$ cat config.mk
export PLATFORM = sky130hd
export DESIGN_NAME = bus_dma
export DESIGN_NICKNAME = d
export VERILOG_FILES = /design/src/rtl/bus_dma.sv
export SDC_FILE = /design/constraint.sdc
export NUM_CORES = 1
export LEC_CHECK = 0
export CORE_MARGIN = 1.5
export CORE_UTILIZATION = 40
export CTS_CLUSTER_DIAMETER = 150
export CTS_CLUSTER_SIZE = 16
export DETAILED_ROUTE_END_ITERATION = 10
export DONT_BUFFER_PORTS = 1
export REMOVE_ABC_BUFFERS = 1
export SYNTH_ARGS = -nofsm -noshare
export SYNTH_HDL_FRONTEND = slang
export SYNTH_SLANG_ARGS = --single-unit
$ cat constraint.sdc
create_clock -name clk -period 4.9 [get_ports clk]
set_clock_uncertainty 0.2 [all_clocks]
set_input_delay 0.245 -clock clk [delete_from_list [all_inputs] [get_ports clk]]
set_output_delay 0.245 -clock clk [all_outputs]
set_load 0.02 [all_outputs]
$ cat src/rtl/bus_dma.sv
// rtl/bus_dma.sv - word-granular memory-to-memory DMA engine with a 4-register config port
// Copies LEN words SRC->DST as read/write pairs on the host bus; completion raises sticky done and irq.
module bus_dma #(
  parameter int LEN_BITS = 16
) (
  input  logic        clk,
  input  logic        rst,
  input  logic [31:0] cfg_addr,
  input  logic [31:0] cfg_wdata,
  input  logic [3:0]  cfg_wmask,
  input  logic        cfg_wen,
  input  logic        cfg_ren,
  input  logic        cfg_active,
  output logic [31:0] cfg_rdata,
  output logic        cfg_done,
  output logic [31:0] bus_addr,
  output logic [31:0] bus_wdata,
  output logic [3:0]  bus_wmask,
  output logic        bus_wen,
  output logic        bus_ren,
  input  logic [31:0] bus_rdata,
  input  logic        bus_done,
  output logic        irq
);
  typedef enum logic [1:0] {S_IDLE, S_RD, S_WR, S_FIN} state_t;

  state_t              state_q, state_d;
  logic [31:0]         src_q, src_d, dst_q, dst_d;
  logic [31:0]         cur_src_q, cur_src_d, cur_dst_q, cur_dst_d, hold_q, hold_d;
  logic [LEN_BITS-1:0] len_q, len_d, rem_q, rem_d;
  logic                irq_en_q, irq_en_d, done_q, done_d, abort_q, abort_d;
  logic                strobe_q, strobe_d, cfg_wait_q, cfg_wait_d, cfg_done_q, cfg_done_d;
  logic [31:0]         cfg_rdata_q, cfg_rdata_d;

  logic        busy, accept, cfg_wr, ctrl_wr, start, abort_req;
  logic [31:0] rd_mux;
  logic        unused_addr_bits;

  assign unused_addr_bits = ^{cfg_addr[31:4], cfg_addr[1:0]};

  assign busy      = (state_q != S_IDLE);
  // One access per strobe assertion: cfg_wait_q blocks re-acceptance until the strobes drop.
  assign accept    = cfg_active && (cfg_wen || cfg_ren) && !cfg_wait_q;
  assign cfg_wr    = accept && cfg_wen && (cfg_wmask == 4'hF);
  assign ctrl_wr   = cfg_wr && (cfg_addr[3:2] == 2'd3);
  assign start     = ctrl_wr && cfg_wdata[0] && !busy;
  assign abort_req = ctrl_wr && cfg_wdata[4] && busy;

  always_comb begin
    src_d       = src_q;
    dst_d       = dst_q;
    len_d       = len_q;
    irq_en_d    = irq_en_q;
    rd_mux      = 32'h0;
    cfg_wait_d  = cfg_wait_q;
    if (cfg_wr && !busy) begin
      case (cfg_addr[3:2])
        2'd0:    src_d = {cfg_wdata[31:2], 2'b00};
        2'd1:    dst_d = {cfg_wdata[31:2], 2'b00};
        2'd2:    len_d = cfg_wdata[LEN_BITS-1:0];
        default: ;
      endcase
    end
    if (ctrl_wr) irq_en_d = cfg_wdata[3];
    case (cfg_addr[3:2])
      2'd0:    rd_mux = src_q;
      2'd1:    rd_mux = dst_q;
      2'd2:    rd_mux = {{(32-LEN_BITS){1'b0}}, len_q};
      default: rd_mux = {27'h0, 1'b0, irq_en_q, done_q, busy, 1'b0};
    endcase
    if (accept) cfg_wait_d = 1'b1;
    else if (!cfg_wen && !cfg_ren) cfg_wait_d = 1'b0;
    cfg_done_d  = accept;
    cfg_rdata_d = (accept && cfg_ren) ? rd_mux : 32'h0;
  end

  // Strobe is raised one cycle after entering RD/WR, giving the idle cycle between transactions.
  always_comb begin
    state_d   = state_q;
    strobe_d  = strobe_q;
    cur_src_d = cur_src_q;
    cur_dst_d = cur_dst_q;
    rem_d     = rem_q;
    hold_d    = hold_q;
    abort_d   = abort_q || abort_req;
    done_d    = done_q && !(ctrl_wr && cfg_wdata[2]);
    case (state_q)
      S_IDLE: begin
        abort_d = 1'b0;
        if (start) begin
          if (len_q != '0) begin
            cur_src_d = src_q;
            cur_dst_d = dst_q;
            rem_d     = len_q;
            state_d   = S_RD;
          end else begin
            done_d = 1'b1;
          end
        end
      end
      S_RD: begin
        if (!strobe_q) begin
          strobe_d = 1'b1;
        end else if (bus_done) begin
          strobe_d = 1'b0;
          hold_d   = bus_rdata;
          state_d  = S_WR;
        end
      end
      S_WR: begin
        if (!strobe_q) begin
          strobe_d = 1'b1;
        end else if (bus_done) begin
          strobe_d  = 1'b0;
          cur_src_d = cur_src_q + 32'd4;
          cur_dst_d = cur_dst_q + 32'd4;
          rem_d     = rem_q - LEN_BITS'(1);
          state_d   = (rem_q == LEN_BITS'(1) || abort_d) ? S_FIN : S_RD;
        end
      end
      S_FIN: begin
        done_d  = 1'b1;
        abort_d = 1'b0;
        state_d = S_IDLE;
      end
      default: state_d = S_IDLE;
    endcase
  end

  always_ff @(posedge clk or negedge rst) begin
    if (!rst) begin
      state_q     <= S_IDLE;
      src_q       <= 32'h0;
      dst_q       <= 32'h0;
      len_q       <= '0;
      cur_src_q   <= 32'h0;
      cur_dst_q   <= 32'h0;
      rem_q       <= '0;
      hold_q      <= 32'h0;
      irq_en_q    <= 1'b0;
      done_q      <= 1'b0;
      abort_q     <= 1'b0;
      strobe_q    <= 1'b0;
      cfg_wait_q  <= 1'b0;
      cfg_done_q  <= 1'b0;
      cfg_rdata_q <= 32'h0;
    end else begin
      state_q     <= state_d;
      src_q       <= src_d;
      dst_q       <= dst_d;
      len_q       <= len_d;
      cur_src_q   <= cur_src_d;
      cur_dst_q   <= cur_dst_d;
      rem_q       <= rem_d;
      hold_q      <= hold_d;
      irq_en_q    <= irq_en_d;
      done_q      <= done_d;
      abort_q     <= abort_d;
      strobe_q    <= strobe_d;
      cfg_wait_q  <= cfg_wait_d;
      cfg_done_q  <= cfg_done_d;
      cfg_rdata_q <= cfg_rdata_d;
    end
  end

  assign bus_ren   = strobe_q && (state_q == S_RD);
  assign bus_wen   = strobe_q && (state_q == S_WR);
  assign bus_addr  = (state_q == S_WR) ? cur_dst_q : ((state_q == S_RD) ? cur_src_q : 32'h0);
  assign bus_wdata = (state_q == S_WR) ? hold_q : 32'h0;
  assign bus_wmask = 4'hF;
  assign cfg_done  = cfg_done_q;
  assign cfg_rdata = cfg_rdata_q;
  assign irq       = done_q && irq_en_q;
endmodule

# Word level (Yosys, flattened, before mapping)

Index checks and enable logic that the tools add are counted.

Register bits: 228
Input port bits: 106
Output and inout port bits: 104
Word-level logic and storage cells: 107

Add/sub/neg operators: 3
Eq/ne operators: 14
Muxes and demuxes: 36
Reductions and logical operators: 39

Operators by type and width:

| operator                | number |
|---|---|
| $mux W32                | 12 |
| $pmux W32 S2            | 2 |
| $pmux W32 S3            | 1 |
| $add A32 B3 Y32 const B | 2 |
| $mux W16                | 4 |
| $pmux W16 S2            | 1 |
| $logic_and A1 B1 Y1     | 17 |
| $eq A16 B1 Y1 const B   | 1 |
| $reduce_bool A16 Y1     | 1 |
| $sub A16 B1 Y16 const B | 1 |
| $mux W2                 | 7 |
| $ne A2 B2 Y1 const B    | 6 |
| $eq A2 B2 Y1 const B    | 4 |
| $pmux W2 S4             | 1 |
| $mux W1                 | 7 |
| $reduce_and A2 Y1       | 3 |
| $reduce_and A6 Y1       | 1 |
| $reduce_bool A2 Y1      | 3 |
| $logic_not A1 Y1        | 5 |
| $reduce_and A5 Y1       | 1 |
| $eq A2 B1 Y1 const B    | 2 |
| $eq A4 B4 Y1 const B    | 1 |
| $logic_not A2 Y1        | 2 |
| $reduce_or A2 Y1        | 2 |
| 3 further kinds         | 5 |

# Depth between registers and ports, before layout

Depth after elaboration: 14
Gate-level depth with buffers: 11
Mapped depth without buffers: 7

# Least setup slack after synthesis

OpenSTA, ideal clock, no wires.

Kind: register -> output
Start point: reg state_q[0]
End point: out bus_addr[3]
Arrival time: 2071 ps
Path slack: 2384 ps
Stages on the path, launching flop included: 8
Buffers on the path: 4
Cells stage by stage: dfrtp_1 > inv_1 > ha_1 > clkbuf_1 > clkbuf_1 > clkbuf_1 > clkbuf_1 > o21ai_0

Word-level cells in the longest chain between the ends: 3
Elaborated cells on any way between the ends: 4
Classes of those cells: eq/ne: 2; mux: 2

Ends and longest elaborated chain:

| item                   | line | source |
|---|---|---|
| from (decl)            | 27   | `state_t state_q, state_d;` |
| from (signal assigned) | 148  | `state_q <= state_d;` |
| $eq A2 B1 Y1           | 168  | `assign bus_addr = (state_q == S_WR) ? cur_dst_q : ((state_q == S_RD) ? cur_src_q : 32'h0);` |
| $mux W32               | 168  |  |
| $mux W32 (*)           | 168  |  |
| to (decl)              | 16   | `output logic [31:0] bus_addr,` |

Every way passes the cells marked *; elsewhere a longest branch is shown, timed or not.

# Worst setup path in the final report

Start point: reg state_q[0]
End point: out bus_addr[15]

The elaborated chain is that of the path after synthesis.

==> summary.txt <==
Setup path
  – WP buf/inv: 3
  – CP startpoint: state_q[0]$_DFFE_PN0P_
  – CP delay by family, top: buffers and inverters
  – Critical path depth in cells: 5
  – RR Startpoint: state_q[0]$_DFFE_PN0P_
  – Worst Reg2Reg Path Length in Cells: 7
  – Critical-path cell list: inv_1 -> ha_4 -> buf_4 -> buf_4 -> o21ai_0
  – Setup slack, reg-to-reg: 1.54 ns
  – CP peak stage delay: 0.61 ns
  – Critical Path Sink Type: output pin
  – Cell mode on critical path: buf_4
  – Worst Path Arrival: 3.15 ns
  – Crit Path Class: register to output pin
  – Worst-path maximum fanout: 65
  – Setup crit end: bus_addr[15]
  – Worst path slowest cell: buf_4
  – R2r endpoint: cur_dst_q[19]$_DFFE_PN0P_
  – CP Launch Type: register
  – Worst Path Required: 4.45 ns

Power
  – P_leak: 5.66 nW
  – Seq pwr share: 0.400
  – Sw power: 2.95 mW
  – Final Total Pwr: 6.87 mW
  – Clock power frac: 0.183
  – Comb power frac: 0.416
  – Pint: 3.92 mW
  – Peak VDD IR: 0.293 mV
  – Pwr dens: 521 nW/um2
  – Sw Ratio: 0.429

CTS
  – CTS sink cnt: 224
  – Post-CTS Hold Fix Bufs: 75
  – Postcts setup bufs: 0
  – Clock latency at the later pin of the worst-skew pair: 0.50 ns
  – Clk pin slew, worst setup/hold paths: 0.08 ns
  – Clock buffer count from CTS: 17
  – CTS tree: yes
  – H-tree depth: 1
  – Post-CTS resize count: 0
  – Max clock buf depth: 3
  – CTS root buf: clkbuf_16

Timing
  – Max_slew headroom: 0.280
  – Final setup viols: 0
  – RSZ-0062 raised after global routing: false
  – Final Cycle Share: 0.734
  – Hold slack final: -0.729 ns
  – Peak Freq: 278 MHz
  – Tmin final: 3.60 ns
  – Final setup TNS: 0 ns
  – Count of final hold-check violations: 224
  – Worst Tran Pin Value: 1.07 ns
  – Final Max Slew Viols: 0

Logic synthesis
  – Seq/Total Area, Yosys: 0.476
  – Post-synth cell types: 64
  – Yosys warnings: 0
  – Syn Area/Cell: 9.85 um2
  – Async SR Flop Fraction: 1.00
  – Synth Cell Area: 11800 um2
  – Primary FF master, synth: dfrtp_1
  – Mapped Cells: 1194
  – #FFs+latches synth: 224
  – Post-synth EDFFs: 0

Finish
  – FF+latch area: 5610 um2
  – Area of the multi-input gates: 5710 um2
  – Fill cell count: 2728
  – Layout Nets: 1331
  – Area growth syn-to-layout: 12.1%
  – Layout cells sized above 1: 0.138
  – Design area: 13200 um2
  – Diode count: 0

Run status
  – Failing checks: negative hold slack
  – Status: finished with violations

Routing
  – DRT iter0 DRCs: 694
  – ANT nets after route: 0
  – Via density: 5.78
  – First-pass detailed-route iteration total: 5
  – DRT Wirelength: 32.4 mm
  – DRC: 0
  – DR WL/cell: 20.3 um
  – Via count: 9248

Flow run
  – Max cap viols: 0

Min path
  – Hold Path Class: primary input to async pin

Place
  – Port Buf Inserts: 0
  – Final Wtd Congestion: 0.815
  – Dpl hpwl: 20.5 mm
  – Placed inst area: 12000 um2

Global route
  – Total track usage: 0.209
  – Remaining Overflow, GRT: 0
  – First-pass GRT wire length: 51.2 mm
  – Vias in the first global route: 8941
  – Initial antenna violation count: 0
  – Largest net degree at the start of global routing: 225

Die
  – FP Rows: 62
  – Die area: 30400 um2
  – Initial Utilization: 0.408
  – Die X-Extent: 174 um
  – Chip Height: 174 um
  – Num ports: 210
  – Core region area: 28900 um2
synthesized netlist by cell type (6+ instances only):
cell type,number,area (um2)
dfrtp_1,224,5610
mux2_2,111,1250
nor2_1,100,375
nand2_1,98,368
nor3_1,73,365
o21ai_0,62,310
clkbuf_1,57,214
nand3_1,40,200
and2_1,39,244
a21oi_1,37,185
mux2i_1,32,320
a211oi_1,29,218
o22ai_1,26,163
nand4_1,25,156
nor4_1,21,131
and3_1,20,125
inv_1,15,56.3
buf_4,13,97.6
a31oi_1,12,75.1
buf_2,11,55.1
o31ai_1,10,75.1
or3_1,10,62.6
and4_1,8,70.1
buf_1,8,30.0
ha_1,8,100
a21o_1,7,52.6
a41o_1,7,70.1
nand2b_1,7,43.8
o21ai_1,6,30.0
layout by cell type (no fill, tap or decap), types with 6 or more instances in the layout:
| cell type | n |
|---|---|
| dfrtp_1 | 224 |
| mux2_2 | 111 |
| nor2_1 | 100 |
| nand2_1 | 98 |
| dlygate4sd3_1 | 74 |
| nor3_1 | 73 |
| o21ai_0 | 62 |
| nand3_1 | 40 |
| and2_1 | 39 |
| a21oi_1 | 37 |
| mux2i_1 | 32 |
| a211oi_1 | 29 |
| o22ai_1 | 26 |
| nand4_1 | 25 |
| nor4_1 | 20 |
| and3_1 | 20 |
| clkbuf_16 | 17 |
| buf_4 | 17 |
| inv_1 | 15 |
| a31oi_1 | 12 |
| or3_1 | 10 |
| o31ai_1 | 10 |
| and4_1 | 8 |
| a21o_1 | 7 |
| a41o_1 | 7 |
| nand2b_1 | 7 |
| ha_1 | 7 |
| conb_1 | 6 |
cell families after synthesis:
group           share of synthesized area
simple gates                        0.199
compound gates                      0.136
flops                               0.476
mux                                 0.137
buf+inv                            0.0423
fa+ha+maj                         0.00851
other cells                      0.000638
final cells by class:
| cell class | count | share of cell area |
|---|---|---|
| Clock buffer | 17 | 0.0323 |
| Multi-Input combinational cell | 866 | 0.433 |
| Sequential cell | 224 | 0.425 |
| Tap cell | 384 | 0.0364 |
| Timing Repair Buffer | 93 | 0.0689 |
| Inverter | 15 | 0.00427 |
worst min-delay path by stage:
stage	end	start	depth (start not counted)
global placement	cfg_rdata[19]$_DFF_PN0_	rst	0
CTS	cfg_rdata[14]$_DFF_PN0_	rst	0
detailed placement	cfg_rdata[19]$_DFF_PN0_	rst	0
global route	cfg_rdata[19]$_DFF_PN0_	rst	0
floorplan	abort_q$_DFF_PN0_	rst	0
finish	cfg_rdata[19]$_DFF_PN0_	rst	0
power by group through the flow:
| stage | logic [mW] | registers (mW) | clock network, mW |
|---|---|---|---|
| 6_report | 2.86 | 2.75 | 1.26 |
| 5_1_grt | 3.16 | 2.82 | 1.36 |
| 4_1_cts | 2.87 | 2.73 | 1.31 |
| 3_5_place_dp | 2.80 | 2.77 | 0 |
| 3_3_place_gp | 2.75 | 2.75 | 0 |
| 2_1_floorplan | 2.17 | 2.63 | 0 |
flip-flops by register name, summed over array words and instances (netlist names), 2 cells and up:
| signal | count |
|---|---|
| cfg_rdata | 32 |
| hold_q | 32 |
| cur_dst_q | 30 |
| cur_src_q | 30 |
| dst_q | 30 |
| src_q | 30 |
| len_q | 16 |
| rem_q | 16 |
| state_q | 2 |
per-stage QoR:
step            util  hold slack [ns]  setup slack [ns]  cells
2_1_floorplan      -           -0.251             -3.21   1105
3_3_place_gp   0.416           -0.244              1.58   1507
3_5_place_dp   0.416           -0.244              1.53   1507
4_1_cts        0.457           -0.768              1.30   1599
5_1_grt        0.457           -0.759              1.08   1599
6_report       0.457           -0.729              1.30   1599
metal layers:
metal	vias up	track usage	routed length, um
met5	-	0	0
met1	4535	0.293	14900
met4	0	0.0499	656
met2	301	0.334	14800
met3	34	0.0413	2090
li1	4378	-	-
Power figures use the tool's default switching activity.
